### src/rtl/pipe_stage_buf.sv
// Elastic pipeline-stage buffer: DEPTH-entry circular FIFO with valid/ready on both sides,
// flush-to-bubble, occupancy output and a saturating stall-cycle counter.
module pipe_stage_buf #(
    parameter int unsigned WIDTH = 64,
    parameter int unsigned DEPTH = 2,
    parameter int unsigned CNT_W = 32
) (
    input  logic                       clk,
    input  logic                       reset,
    input  logic                       flush,
    input  logic                       in_valid,
    output logic                       in_ready,
    input  logic [WIDTH-1:0]           in_data,
    output logic                       out_valid,
    input  logic                       out_ready,
    output logic [WIDTH-1:0]           out_data,
    output logic [$clog2(DEPTH+1)-1:0] count,
    output logic [CNT_W-1:0]           stall_cycles
);
    localparam int unsigned PtrW = $clog2(DEPTH);
    localparam int unsigned OccW = $clog2(DEPTH + 1);
    localparam logic [OccW-1:0] Full = OccW'(DEPTH);

    logic [WIDTH-1:0] mem_q [DEPTH];
    logic [PtrW-1:0]  wr_ptr_q, wr_ptr_d;
    logic [PtrW-1:0]  rd_ptr_q, rd_ptr_d;
    logic [OccW-1:0]  count_q, count_d;
    logic [CNT_W-1:0] stall_q, stall_d;
    logic             push, pop;

    // Handshake outputs come straight from registered occupancy; no out_ready -> in_ready path.
    assign in_ready  = (count_q != Full);
    assign out_valid = (count_q != '0);
    assign push      = in_valid & in_ready & ~flush;
    assign pop       = out_valid & out_ready & ~flush;

    assign out_data     = mem_q[rd_ptr_q];
    assign count        = count_q;
    assign stall_cycles = stall_q;

    always_comb begin
        wr_ptr_d = wr_ptr_q;
        rd_ptr_d = rd_ptr_q;
        count_d  = count_q;
        if (flush) begin
            wr_ptr_d = '0;
            rd_ptr_d = '0;
            count_d  = '0;
        end else begin
            if (push) wr_ptr_d = wr_ptr_q + PtrW'(1);
            if (pop)  rd_ptr_d = rd_ptr_q + PtrW'(1);
            unique case ({push, pop})
                2'b10:   count_d = count_q + OccW'(1);
                2'b01:   count_d = count_q - OccW'(1);
                default: count_d = count_q;
            endcase
        end
    end

    // Flush does not clear the stall counter; only reset does.
    always_comb begin
        stall_d = stall_q;
        if (out_valid && !out_ready && (stall_q != '1)) begin
            stall_d = stall_q + CNT_W'(1);
        end
    end

    always_ff @(posedge clk or posedge reset) begin
        if (reset) begin
            wr_ptr_q <= '0;
            rd_ptr_q <= '0;
            count_q  <= '0;
            stall_q  <= '0;
        end else begin
            wr_ptr_q <= wr_ptr_d;
            rd_ptr_q <= rd_ptr_d;
            count_q  <= count_d;
            stall_q  <= stall_d;
        end
    end

    // Popped and flushed slots are zeroed so an empty head always reads as a bubble.
    always_ff @(posedge clk or posedge reset) begin
        if (reset) begin
            for (int unsigned i = 0; i < DEPTH; i++) mem_q[i] <= '0;
        end else if (flush) begin
            for (int unsigned i = 0; i < DEPTH; i++) mem_q[i] <= '0;
        end else begin
            if (push) mem_q[wr_ptr_q] <= in_data;
            if (pop)  mem_q[rd_ptr_q] <= '0;
        end
    end

endmodule

### config.mk
export PLATFORM = sky130hd
export DESIGN_NAME = pipe_stage_buf
export DESIGN_NICKNAME = d
export VERILOG_FILES = /design/src/rtl/pipe_stage_buf.sv
export SDC_FILE = /design/constraint.sdc
export NUM_CORES = 1
export LEC_CHECK = 0
export BUFFER_PORTS_ARGS = -buffer_cell sky130_fd_sc_hd__buf_4
export CORE_MARGIN = 2
export CORE_UTILIZATION = 45
export DETAILED_ROUTE_END_ITERATION = 8
export PLACE_DENSITY = 0.78
export SYNTH_ARGS = -nofsm -noshare
export SYNTH_HDL_FRONTEND = slang
export SYNTH_SLANG_ARGS = --single-unit
### constraint.sdc
create_clock -name clk -period 9.2 [get_ports clk]
set_input_delay 0.92 -clock clk [delete_from_list [all_inputs] [get_ports clk]]
set_output_delay 0.92 -clock clk [all_outputs]
set_load 0.01 [all_outputs]
After elaboration in Yosys (flattened, before gate mapping) --
Cells that the tools add are included. W data, S select, Z words.
Operators by class: reduce and logical (&&, ||, !) cells 9, add/sub/neg operators 5, order comparisons 4, bitwise logic cells 9, multiplexer cells 18, equality and inequality tests 4
Operator list (count):
- $mux W128 | 4
- $mux W64 | 5
- $and A128 B128 Y128 | 1
- $bwmux W128 | 1
- $demux W64 S1 | 2
- $not A128 Y128 | 1
- $add A32 B1 Y32 const B | 1
- $ne A32 B32 Y1 const B | 1
- $reduce_bool A2 Y1 | 3
- $and A1 B1 Y1 | 4
- $ge A2 B2 Y1 const B | 2
- $logic_and A1 B1 Y1 | 4
- $lt A2 B1 Y1 const B | 2
- $mux W1 | 4
- $not A1 Y2 | 2
- $pmux W2 S2 | 1
- $reduce_bool A3 Y1 | 1
- $add A1 B1 Y1 const B | 2
- $add A2 B1 Y2 const B | 1
- $eq A2 B1 Y1 const B | 1
- $eq A2 B2 Y1 const B | 1
- $mux W2 | 1
- $ne A2 B2 Y1 const B | 1
- $sub A2 B1 Y2 const B | 1
- 2 further kinds | 2
Storage, ports and cells: input port bits 69, output and inout port bits 100, logic and storage cells 55, bits in registers 164

Depth between registers and ports, before layout --
depth after elaboration 11, mapped depth 7, depth with buffers taken out 6

Worst setup path before layout --
Ideal clock, no wire load.
kind reg2out, start point register rd_ptr_q, end point output port out_data[10], arrival 1.277 ns, stages on the path, launching flop included 4, slack 7.003 ns, data required time 8.280 ns, path buffers 2, path through dfrtp_1 > buf_1 > buf_2 > mux2_2
On the way: word-level cells in the longest chain between the ends 4
RTL lines:
- from (decl) | line 26 | logic [PtrW-1:0] rd_ptr_q, rd_ptr_d;
- from (signal assigned) | line 76 | rd_ptr_q <= rd_ptr_d;
- $not A1 Y2 (not written as such) | line 37 | assign out_data = mem_q[rd_ptr_q];
- $mux W64 (not written as such) (3 in series) | line 37
- to (decl) | line 16 | output logic [WIDTH-1:0] out_data,
No other way between the ends. The select of a mux whose other input is x is not followed.

Worst setup path after layout --
start point register rd_ptr_q, end point output port out_data[27]
The elaborated chain is that of the path after synthesis.

==> results.cfg <==
[floorplanning]
core_um2 = 17100
pin_count = 169
std_cell_rows = 48
fp.dieW_um = 135
start_util_pct = 45.5
die_h_um = 135
die_area_um2 = 18300

[placed_design]
place_ws_ns = 5.92
gp_congestion = 0.810
io_buffers = 168
dpl.hpwl_um = 12200

[global_routing]
gr-usage-all-layers_pct = 22.0
grt_busiest_layer = met2
gr-total-overflow = 0
grt_max_degree = 90
use_met2_pct = 34.8
use_met1_pct = 31.7
grt_pass1_wl_um = 31900
grt_pass1_vias = 6076
antenna_found_initial = 0
gr-usage-met3_pct = 3.37

[clock_tree]
cts.htree.levels = 4
cts_inserted_buffers = 17
clk_latency_ns = 0.42
cts_buffer_depth = 2
cts_tree = yes
postCtsSetupRepairBufs = 0
cts_hold_buf = 0
cts_sinks = 164
ctsResizeCount = 0
cts-root-buf = clkbuf_16
clkTransAtPathRegs_ns = 0.06

[synth]
synth-warning-count = 0
synthArstFlopShare_pct = 100
syn_area_um2 = 7770
avgSynthCellArea_um2 = 9.57
synth-seq-cells = 164
syn_nets = 882
netlist_instances = 812
synth_edf_count = 0
yosysSeqAreaShare_pct = 52.8
synth_cell_types = 43
synthFlopType = dfrtp_1

[timing]
drv_slew = 0
finalSetupViolations = 0
setup_tns_ns = 0
worst_pin_slew_ns = 1.02
whs_ns = 0.507
hold_viol = 0
rsz0062_at_grt = false
setup_ws_ns = 6.14
max_freq_ghz = 0.326
finClkSkew_ns = 0.00819
relSlewSlack_pct = 31.7
period_share_pct = 33.3
final.min_clock_period_ns = 3.06

[power_and_ir_drop]
irDropWorstVdd_uv = 123
p_leak_nw = 4.43
p_total_mw = 1.80
powerDensity_nw_per_um2 = 186

[worst_setup_path]
worstPathRequired_ns = 8.28
critPathLaunch = rd_ptr_q$_DFFE_PP0P_
cp_data_arrival_time_ns = 2.14
worst-setup-path-type = flip-flop to primary output
cp_cell_sequence = mux2_2 > buf_4
r2r-start = count[0]$_DFFE_PP0P_
crit_cells = 2
crit_buf_inv = 1
slowest_stage = dfrtp_4
cp-end-kind = primary output
crit_fanout = 67
critPathTopFamily = flip-flops
cp-start-kind = flip-flop
r2r_cells = 5
r2r_slack_ns = 6.59
cp_slowest_stage_delay_ns = 1.08

[detailed_routing]
dr.pass1.iters = 4
num_vias = 6369
drt-initial-drc-count = 531
ant_nets = 0
drc = 0
wl_per_cell_um = 16.8
wirelength_um = 19900
via_per_inst = 5.38

[min_path]
hold_depth = 1
hp-class = flip-flop to flip-flop
min_from = stall_cycles[28]$_DFFE_PP0P_

[final_layout]
area_delta_synth_final_pct = 24.9
num-nets-final = 1017
drive_above_1_share_pct = 29.9
antenna_cells = 0

[job]
maxCapViolCount = 0

[status]
outcome = completed
==> cell usage in the layout (no fill, tap or decap), types with 14 or more instances in the layout <==
cell,instances
a21oi_1,77
buf_4,176
clkbuf_16,17
dfrtp_1,163
mux2_2,65
nand2_1,153
nand4_1,14
nor2_1,64
nor3_1,114
xnor2_1,25
==> logic make-up (layout without fill, tap and decap cells) <==
logic type,count (synthesis),after routing,synth area share (%)
buf+inv,64,211,3.83
compound gates,95,95,6.39
fa+ha+maj,1,1,0.161
xor+xnor,31,31,3.49
simple gates,392,392,23.9
flops,164,164,52.8
mux,65,65,9.42
==> power breakdown <==
| group | switching [mW] | internal, mW | total (mW) |
|---|---|---|---|
| clock network | 0.282 | 0.432 | 0.715 |
| registers | 0.0424 | 0.764 | 0.806 |
| logic | 0.148 | 0.132 | 0.280 |
| total | 0.472 | 1.33 | 1.80 |
==> cells in the mapped netlist, types with 2 or more instances <==
library cell    n  area, µm²
nand3b_1        2       15.0
and3_1          7       43.8
and2_1          3       18.8
clkbuf_1       29        109
nor3_1        114        571
buf_6           2       22.5
o21ai_0        11       55.1
nor2_2          2       12.5
dfrtp_1       164       4100
buf_1           7       26.3
nand3_1         9       45.0
o21bai_1        2       15.0
xnor2_1        25        219
nand4_1        14       87.6
buf_4           6       45.0
nand2b_1        2       12.5
inv_1           4       15.0
or2_2           2       12.5
buf_2          16       80.1
xor2_1          6       52.6
mux2_2         65        732
nor2_1         64        240
and4_1          6       52.6
a21oi_1        77        385
nand2_1       153        574
nand3_2         3       30.0
==> through the flow <==
stage / instance area (µm²) / util (%) / std cells
floorplan: 7770 / - / 812
global placement: 9120 / 53.5 / 1153
detailed placement: 9120 / 53.5 / 1153
CTS: 9700 / 56.9 / 1184
global route: 9700 / 56.9 / 1184
finish: 9700 / 56.9 / 1184
==> sequential cells by signal (all words and copies together) (netlist names) <==
signal and cells:
mem_q 128, rd_ptr_q 1, stall_cycles 32, wr_ptr_q 1
count 2
==> path summary, 6_finish.rpt <==
path                                                end
max reg2reg                         mem_q[13]$_DFF_PP0_
min                        stall_cycles[28]$_DFFE_PP0P_
min in group asynchronous            mem_q[9]$_DFF_PP0_
min reg2reg                stall_cycles[28]$_DFFE_PP0P_
max                                        out_data[27]
max in group asynchronous           mem_q[41]$_DFF_PP0_
==> cell type report <==
class,instances,area (µm²)
Sequential cell,164,4110
Clock inverter,9,129
Timing Repair Buffer,176,1320
Inverter,4,20.0
Tap cell,225,282
Fill cell,1522,7350
Clock buffer,22,454
Multi-Input combinational cell,584,3390
==> metal layers <==
metal / wire length [µm] / part of all wire [%] / up-vias
li1: - / - / 3034
met3: 902 / 4.5 / 14
met2: 9550 / 48 / 192
met4: 219 / 1.1 / 0
met1: 9210 / 46 / 3129
met5: 0 / 0 / -
Note: power is estimated with default switching activity, not from simulation.
